==> src/rtl/seq_multiplier.sv <==
// Sequential shift-and-add multiplier: WIDTH x WIDTH -> 2*WIDTH product in WIDTH
// RUN cycles, unsigned or two's-complement (via sign-magnitude) operation.
module seq_multiplier #(
    parameter int WIDTH = 3,
    parameter int CNT_W = $clog2(WIDTH + 1)
) (
    input  logic                 clk,
    input  logic                 rst,
    input  logic                 start,
    input  logic                 signed_mode,
    input  logic [WIDTH-1:0]     a,
    input  logic [WIDTH-1:0]     b,
    output logic [2*WIDTH-1:0]   p,
    output logic                 busy,
    output logic                 done
);

    // Handshake: start is sampled only in IDLE or DONE (ignored while busy, never
    // queued); busy is high for exactly the WIDTH RUN cycles; done pulses for one
    // cycle with p valid in that same cycle, and p holds until the next result.

    typedef enum logic [1:0] {
        S_IDLE = 2'd0,
        S_RUN  = 2'd1,
        S_DONE = 2'd2
    } state_t;

    localparam logic [WIDTH-1:0]   ZERO_W  = '0;
    localparam logic [2*WIDTH-1:0] ZERO_2W = '0;

    state_t               state_q;
    logic [CNT_W-1:0]     cnt_q;
    logic [2*WIDTH-1:0]   acc_q;
    logic [WIDTH-1:0]     mcand_q;
    logic [WIDTH-1:0]     mplier_q;
    logic                 neg_q;
    logic [2*WIDTH-1:0]   p_q;
    logic                 busy_q;
    logic                 done_q;

    logic [WIDTH-1:0]     a_mag;
    logic [WIDTH-1:0]     b_mag;
    logic                 neg_d;
    logic [WIDTH:0]       addend;
    logic [WIDTH:0]       sum;
    logic [2*WIDTH-1:0]   acc_d;
    logic [2*WIDTH-1:0]   prod_d;
    logic                 last_iter;

    always_comb begin
        // Magnitude of 100..0 is 2^(WIDTH-1), which still fits unsigned in WIDTH bits.
        a_mag = a;
        b_mag = b;
        if (signed_mode && a[WIDTH-1]) a_mag = ZERO_W - a;
        if (signed_mode && b[WIDTH-1]) b_mag = ZERO_W - b;
        neg_d = signed_mode & (a[WIDTH-1] ^ b[WIDTH-1]);

        addend    = mplier_q[0] ? {1'b0, mcand_q} : {(WIDTH+1){1'b0}};
        sum       = {1'b0, acc_q[2*WIDTH-1:WIDTH]} + addend;
        acc_d     = {sum, acc_q[WIDTH-1:1]};
        prod_d    = neg_q ? (ZERO_2W - acc_d) : acc_d;
        last_iter = (cnt_q == CNT_W'(WIDTH - 1));
    end

    always_ff @(posedge clk or posedge rst) begin
        if (rst) begin
            state_q  <= S_IDLE;
            cnt_q    <= '0;
            acc_q    <= '0;
            mcand_q  <= '0;
            mplier_q <= '0;
            neg_q    <= 1'b0;
            p_q      <= '0;
            busy_q   <= 1'b0;
            done_q   <= 1'b0;
        end else begin
            case (state_q)
                S_IDLE, S_DONE: begin
                    done_q <= 1'b0;
                    if (start) begin
                        mcand_q  <= a_mag;
                        mplier_q <= b_mag;
                        neg_q    <= neg_d;
                        acc_q    <= '0;
                        cnt_q    <= '0;
                        busy_q   <= 1'b1;
                        state_q  <= S_RUN;
                    end else begin
                        busy_q  <= 1'b0;
                        state_q <= S_IDLE;
                    end
                end
                S_RUN: begin
                    acc_q    <= acc_d;
                    mplier_q <= {1'b0, mplier_q[WIDTH-1:1]};
                    cnt_q    <= cnt_q + CNT_W'(1);
                    if (last_iter) begin
                        p_q     <= prod_d;
                        done_q  <= 1'b1;
                        busy_q  <= 1'b0;
                        state_q <= S_DONE;
                    end
                end
                default: begin
                    busy_q  <= 1'b0;
                    done_q  <= 1'b0;
                    state_q <= S_IDLE;
                end
            endcase
        end
    end

    assign p    = p_q;
    assign busy = busy_q;
    assign done = done_q;

endmodule

==> config.mk <==
export PLATFORM = sky130hd
export DESIGN_NAME = seq_multiplier
export DESIGN_NICKNAME = d
export VERILOG_FILES = /design/src/rtl/seq_multiplier.sv
export SDC_FILE = /design/constraint.sdc
export NUM_CORES = 1
export LEC_CHECK = 0
export BUFFER_PORTS_ARGS = -buffer_cell sky130_fd_sc_hd__buf_2
export CORE_MARGIN = 10
export CORE_UTILIZATION = 35
export CTS_CLUSTER_DIAMETER = 60
export DETAILED_ROUTE_END_ITERATION = 10
export MAX_ROUTING_LAYER = met4
export SLEW_MARGIN = 25
export SYNTH_ARGS = -nofsm -noshare
export SYNTH_HDL_FRONTEND = slang
export SYNTH_SLANG_ARGS = --single-unit
export TNS_END_PERCENT = 30
==> constraint.sdc <==
create_clock -name clk -period 3.65 [get_ports clk]
set_input_delay 1.095 -clock clk [delete_from_list [all_inputs] [get_ports clk]]
set_output_delay 1.095 -clock clk [all_outputs]
set_load 0.1 [all_outputs]
==> results of run 1 <==
layout make-up:
type,count,area [um2],area share
flip-flops and latches,23,575.6,0.4393
multi-input cells,82,530.5,0.4050
repair buffers,17,85.08,0.06495
well taps,44,55.05,0.04202
inverters,10,37.54,0.02865
clock buffers,4,26.28,0.02006
registers in the layout (all words and copies together) (netlist names):
name,flops
mplier_q,3
cnt_q,2
acc_q,5
state_q,2
p,6
neg_q,1
busy,1
mcand_q,3
synthesized netlist by cell type (3+ instances only):
master / instances
and2_1: 4
nand2_1: 20
ha_1: 7
o21ai_1: 5
o21ai_0: 12
nor2_1: 6
a22o_1: 3
xnor2_1: 4
inv_1: 10
clkbuf_1: 3
o22ai_1: 3
dfrtp_1: 23
logic make-up after synthesis:
kind of cell | after synthesis | synth area share
and+or+nand+nor | 35 | 0.1376
buffers and inverters | 13 | 0.04226
xor gates and xnor gates | 6 | 0.04550
DFF | 23 | 0.4984
adders and majority gates | 8 | 0.09317
AOI/OAI and AO/OA | 31 | 0.1658
muxes | 2 | 0.01734
per-layer routing:
layer / wire length, um / up-vias
li1: - / 438
met1: 1024 / 360
met2: 900 / 18
met3: 131 / 0
met4: 0 / 0
met5: 0 / -
how the worst min path moves through the flow:
stage,slack (ps),to,cells past startpoint
floorplan,440,mcand_q[0],2
detailed placement,460,mcand_q[0],2
global placement,460,p[3],2
global route,510,mplier_q[2],2
finish,490,mcand_q[0],2
CTS,490,mcand_q[0],2
through the flow:
step	utilization	cell area, um2
floorplan	-	1155
global placement	0.4137	1284
detailed placement	0.4137	1284
CTS	0.4222	1310
global route	0.4222	1310
finish	0.4222	1310
==> flow_summary.ini, run 1 <==
[run_status]
status = finished, final reports clean

[clock_tree]
cts_hold_buffers = 0
cts_resized = 0
path_clk_slew_ps = 120
cts_made_buffers = 3
postCtsSetupBuffers = 0
clockBufferDepth = 2
cts-root-buf = clkbuf_4
cts_num_sinks = 23
clk_latency_ps = 310
cts_tree = built
htreeDepth = 1

[place]
place_hpwl_mm = 1.637
place.gp.congestion = 0.7912
pre_cts_slack_ps = 1446
placed_cells = 176
portBuffers = 17

[timing]
setup-violations-final = 0
maxSlewHeadroom = 0.4315
fmax_ghz = 0.4400
fin_ws_ps = 1378
rsz0062_at_grt = no
holdWs_ps = 485.7
period_share = 0.6226
hold_viol_final = 0
worst_pin_slew_ps = 851.8
fin_worst_skew_ps = 4.158
fin_setup_tns_ps = 0
fin_crit_ps = 2272
drv_slew = 0

[route]
drt_first_pass_iters = 4
drc = 0
antenna_left = 0
drt_iter0_markers = 39
wl_mm = 2.056
viasPerCell = 4.533
num_vias = 816
wl_per_cell_um = 11.42

[final_layout]
final_nets = 155
area_delta_synth_final_pct = 13.43
drive_above_1_share = 0.1691
diodes = 0
fin_cells = 180
final_common_cell = dfrtp_1
final_cell_mix = dfrtp_1 (23), nand2_1 (20), buf_2 (17), o21ai_0 (12), inv_1 (10)
fillers = 333

[synthesis]
yosys_warnings = 0
synth_area_um2 = 1155
synthTopCellsByArea = dfrtp_1 (50%), ha_1 (7.6%), nand2_1 (6.5%), o21ai_0 (5.2%), inv_1 (3.3%)
synth_top_area_cell = dfrtp_1
synth_cells = 118
synth_cell_types = 25
synthArstFlopShare = 1.000
synth_edf_count = 0
ys_ff_latch = 23
synth_flop_cell = dfrtp_1
synthesis.nets = 136
synth_area_per_cell_um2 = 9.787
synth_top_area_frac = 0.4984
seq_area_frac_synth = 0.4984

[worst_setup_path]
crit_type = register to output pin
max_stage_delay_ps = 450
path_buf_inv = 1
cp.depth = 1
endpoint = done
critical_path.max_fanout = 5
critPathTopFamily = buffers and inverters
cp.required_ps = 2550
r2r_cells = 7
crit_path_start = state_q[1]
crit_chain = buf_2
rrSetupSlack_ps = 1430
cp-end-kind = output pin
critical_path_arrival_ps = 1180
r2r-start = mplier_q[0]
r2r-end = p[5]
cp-start-kind = register
cp_slowest_cell = buf_2

[hold_path]
hold_start = mcand_q[0]
hold_path_class = register to register

[global_routing]
grt.busiest_layer = met2
grtUsageMet1 = 0.08602
grt_pass1_wl_mm = 3.663
grtUsageTotal = 0.07293
grt_max_degree = 24
met3_usage = 0.03456
grt_pass1_vias = 855
antenna_found_initial = 0
grt_overflow = 0
grtUsageMet2 = 0.1129

[floorplanning]
start_util = 0.3722
core_um2 = 3103
num_rows = 20
die-area_um2 = 5997
ioPinCount = 18
die_y_um = 77.44
die_x_um = 77.44

[job]
cap_violations = 0
Power of run 1 is not shown: default switching activity piles up to over one toggle a cycle in this logic, so the estimate is an artifact.
==> run 2: changes to the inputs <==
ABC_AREA = 1   (was unset)
clock period = 2.22 ns   (was 3.65 ns; I/O delays follow)
==> flow_summary.ini, run 2 <==
[timing]
worst_pin_slew_ps = 489.2
hold_viol_final = 0
maxSlewHeadroom = 0.6761
fin_crit_ps = 1831
holdWs_ps = 370.5
drv_slew = 0
setup-violations-final = 0
fin_setup_tns_ps = 0
fmax_ghz = 0.5462
period_share = 0.8247
rsz0062_at_grt = no
fin_worst_skew_ps = 2.934

[final_layout]
largest_reg_flops = 6
fillers = 364
area_delta_synth_final_pct = 13.65
drive_above_1_share = 0.2108
diodes = 0
final_common_cell = nand2_1
final_cell_mix = nand2_1 (39), dfrtp_1 (23), inv_1 (20), buf_2 (17), o21ai_0 (13)
final_nets = 185

[worst_setup_path]
cp_slowest_cell = buf_2
crit_type = register to output pin
path_buf_inv = 1
critPathTopFamily = buffers and inverters
critical_path_arrival_ps = 1160
cp-end-kind = output pin
cp-start-kind = register
critical_path.max_fanout = 2
crit_chain = buf_2
cp.required_ps = 1550
max_stage_delay_ps = 440

[floorplanning]
num_rows = 21
start_util = 0.3651
die_y_um = 79.46
core_um2 = 3390
die_x_um = 79.46
die-area_um2 = 6314
ioPinCount = 18

[global_routing]
antenna_found_initial = 0
grt_max_degree = 24
grt_pass1_wl_mm = 4.271
grt_overflow = 0
grt_pass1_vias = 975
grtUsageTotal = 0.08161

[place]
portBuffers = 17
place_hpwl_mm = 1.896
place.gp.congestion = 0.8203

[clock_tree]
cts_resized = 0
cts-root-buf = clkbuf_4
cts_tree = built
postCtsSetupBuffers = 0
clockBufferDepth = 2
path_clk_slew_ps = 120
cts_num_sinks = 23
cts_hold_buffers = 0
cts_made_buffers = 3
htreeDepth = 1
clk_latency_ps = 310

[power_and_ir_drop]
power.switching_mw = 1.130
power_frac_comb = 0.585
power.density_nw_per_um2 = 1485
swShare = 0.5411
intPower_uw = 958.3
p_leak_nw = 0.7668
ir_worst_vdd_uv = 583.6
pwr-share-clk = 0.091
p_seq_frac = 0.325

[route]
wl_mm = 2.337
viasPerCell = 4.500
num_vias = 954
drt_iter0_markers = 62
drt_first_pass_iters = 3
antenna_left = 0
drc = 0
wl_per_cell_um = 11.02

[synthesis]
synthTopCellsByArea = dfrtp_1 (47%), nand2_1 (12%), ha_1 (7.1%), inv_1 (6.1%), o21ai_0 (5.3%)
synth_cells = 145
synth_cell_types = 23
ys_ff_latch = 23
synth_area_um2 = 1237
synth_area_per_cell_um2 = 8.534
synth_top_area_frac = 0.4651
synth_edf_count = 0
seq_area_frac_synth = 0.4651
yosys_warnings = 0
synth_top_area_cell = dfrtp_1
synth.top_cells.by_count = nand2_1 (39), dfrtp_1 (23), inv_1 (20)
yosysMostFrequentCell = nand2_1
synthArstFlopShare = 1.000
synthesis.nets = 163
synth_flop_cell = dfrtp_1

[hold_path]
hold_path_class = input port to asynchronous set/reset pin

[job]
cap_violations = 0

[run_status]
status = finished, final reports clean
[run 2: kinds of logic after synthesis]
logic type	after synthesis	synth area share
AND/OR/NAND/NOR	58	0.2134
AO/OA/AOI/OAI	27	0.1314
buffers and inverters	27	0.08897
flip-flops	23	0.4651
adder cells (fa/ha/maj)	8	0.08695
XOR/XNOR	2	0.01416
[run 2: metal layers]
metal / wire (um) / track usage / vias up
li1: - / - / 506
met1: 1120 / 0.09665 / 426
met2: 1073 / 0.1319 / 20
met3: 140 / 0.03378 / 2
met4: 4 / 0.005376 / 0
met5: 0 / - / -
[run 2: final cells by class]
cell class	count	area (um2)	area share
well taps	46	57.56	0.04093
inverters	26	102.6	0.07295
multi-input cells	95	551.8	0.3923
flip-flops and latches	23	575.6	0.4093
repair buffers	18	92.59	0.06584
clock buffers	4	26.28	0.01868
[run 2: path summary, 6_finish.rpt]
path	cells past startpoint	startpoint	slack, ps	end
setup / recovery	1	state_q[1]	390	done
hold / removal	3	rst	370	p[0]
setup reg to reg	10	mplier_q[0]	440	p[5]
hold reg to reg	2	p[1]	490	p[1]
max in group asynchronous	3	rst	1620	mcand_q[1]
min in group clk	2	p[1]	490	p[1]
[run 2: through the flow]
step	utilization	cells	worst slack, ps	total power [mW]	area (um2)
4_1_cts	0.4149	212	362.3	2.113	1406
3_3_place_gp	0.4072	208	501.3	1.893	1380
5_1_grt	0.4149	212	294.4	2.285	1406
2_1_floorplan	-	145	556.8	1.691	1237
6_report	0.4149	212	389.2	2.088	1406
3_5_place_dp	0.4072	208	466.8	1.919	1380
[run 2: power groups by stage]
stage          combinational, mW  clock [mW]  sequential [mW]
2_1_floorplan              0.643           0             1.05
3_3_place_gp                1.21           0            0.683
3_5_place_dp                1.23           0            0.688
4_1_cts                     1.23       0.200            0.679
5_1_grt                     1.37       0.215            0.703
6_report                    1.22       0.190            0.678
(Power assumes the default switching activity.)
==> run 3: changes to the inputs <==
ABC_AREA = 0   (was 1)
clock period = 1.53 ns   (was 2.22 ns; I/O delays follow)
==> flow_summary.ini, run 3 (same netlist as run 1, synthesis figures left out) <==
[worst_setup_path]
cp-start-kind = register
crit_chain = and2_4 > ha_4 > fa_2 > or4_4 > o21ai_2 > xnor2_1 > o21ai_1
crit_type = register to register
path_buf_inv = 0
cp_slowest_cell = fa_2
max_stage_delay_ps = 420
critical_path_arrival_ps = 2200
cp-end-kind = register
cp.required_ps = 1740
critPathTopFamily = simple AND/OR/NAND/NOR gates
critical_path.max_fanout = 2

[power_and_ir_drop]
power.density_nw_per_um2 = 2346
ir_worst_vdd_uv = 693.2
p_leak_nw = 0.7571

[route]
drt_first_pass_iters = 4
drc = 0
viasPerCell = 4.749
drt_iter0_markers = 55
wl_per_cell_um = 12.14
wl_mm = 2.319
antenna_left = 0
num_vias = 907

[timing]
fin_ws_ps = -461.5
fmax_ghz = 0.5021
drv_slew = 0
worst_pin_slew_ps = 357.6
fin_crit_ps = 1991
maxSlewHeadroom = 0.7610
setup-violations-final = 5
period_share = 1.302
rsz0062_at_grt = yes
hold_viol_final = 0
fin_worst_skew_ps = 2.977

[hold_path]
hold_path_class = input port to asynchronous set/reset pin

[floorplanning]
core_um2 = 3103
num_rows = 20
ioPinCount = 18
die-area_um2 = 5997
die_x_um = 77.44
die_y_um = 77.44
start_util = 0.3722

[final_layout]
regArea_um2 = 576.8
final_cell_mix = dfrtp_1 (22), nand2_1 (20), o21ai_0 (11), buf_4 (11), inv_1 (10)
final_common_cell = dfrtp_1
final_nets = 166
fillers = 322
area_delta_synth_final_pct = 33.59
drive_above_1_share = 0.2789
utilization = 0.4972
fin_cells = 191
largest_reg_flops = 6
diodes = 0
multiInputGateArea_um2 = 558.0

[clock_tree]
cts_tree = built
clk_latency_ps = 320
path_clk_slew_ps = 130
cts_num_sinks = 23
cts_made_buffers = 3
clockBufferDepth = 2
cts_hold_buffers = 0
htreeDepth = 1
cts-root-buf = clkbuf_4

[global_routing]
grt_overflow = 0
antenna_found_initial = 0
grt_pass1_vias = 963
grtUsageTotal = 0.08606
grt_pass1_wl_mm = 4.229
grt_max_degree = 24

[run_status]
violations = negative setup slack
status = finished, violations left

[place]
place.gp.congestion = 0.7686
portBuffers = 17
place_hpwl_mm = 1.867
placed_cells = 187

[job]
cap_violations = 0
## run 3: cell types whose count changed in the layout (fill, tap and decap cells not counted), moves of 4 or more
| cell | delta |
|---|---|
| buf_12 | +8 |
| buf_2 | -8 |
| buf_4 | +10 |
| inv_1 | -10 |
| inv_2 | -4 |
| nand2_1 | -19 |
| nand3_1 | -10 |
| o21ai_1 | +4 |
| xnor2_1 | +4 |
## run 3: timing repair
action                     CTS  global route
pin swaps                    3             1
buffers inserted             0             0
gates resized for setup      1             5
setup endpoints to repair    6             6
## run 3: per-stage QoR
stage               hold slack (ps)  setup TNS (ps)  setup slack [ps]  power [mW]  cell area, um2
CTS                           163.3           -1440            -522.4       3.592            1518
finish                        147.8           -1129            -461.5       3.619            1543
global route                  193.5           -1500            -541.6       3.889            1543
global placement              460.2           -1234            -514.8       3.243            1490
floorplan                     442.4          -844.6            -537.7       2.474            1159
detailed placement            469.5           -1490            -550.5       3.307            1490
## run 3: layer usage
metal  global-route usage  wire length, um
met4              0.03285               36
met3              0.02765              112
met1              0.09396             1040
met5                    -                0
met2               0.1430             1128
## run 3: worst paths after layout
kind                       cells past startpoint          to        from  slack, ps
setup / recovery                               7        p[5]  mcand_q[0]       -460
hold / removal                                 3        p[0]         rst        150
setup reg to reg                               7        p[5]  mcand_q[0]       -460
hold reg to reg                                2  mcand_q[0]  mcand_q[0]        500
max in group asynchronous                      3  state_q[1]         rst       1140
min in group clk                               3  mcand_q[2]        a[2]        400
## run 3: final cells by class
| type | instances | share of cell area |
|---|---|---|
| clock inverters | 1 | 0.003244 |
| well taps | 44 | 0.03569 |
| inverters | 10 | 0.02433 |
| flip-flops and latches | 23 | 0.3739 |
| clock buffers | 3 | 0.01460 |
| repair buffers | 28 | 0.1865 |
| multi-input cells | 82 | 0.3617 |
## run 3: worst register-to-register path: cells and delay by family, from the launching register on
kind,cells,cell delay [ps]
and+or+nand+nor,2,590
adders and majority gates,2,570
DFF,1,400
AOI/OAI and AO/OA,2,200
xor gates and xnor gates,1,120
## run 3: report_power, final
group | internal (mW) | switching (mW) | total (mW) | leakage [nW]
logic | 0.958 | 1.28 | 2.24 | 0.445
clock network | 0.0981 | 0.198 | 0.296 | 0.0177
registers | 0.861 | 0.220 | 1.08 | 0.295
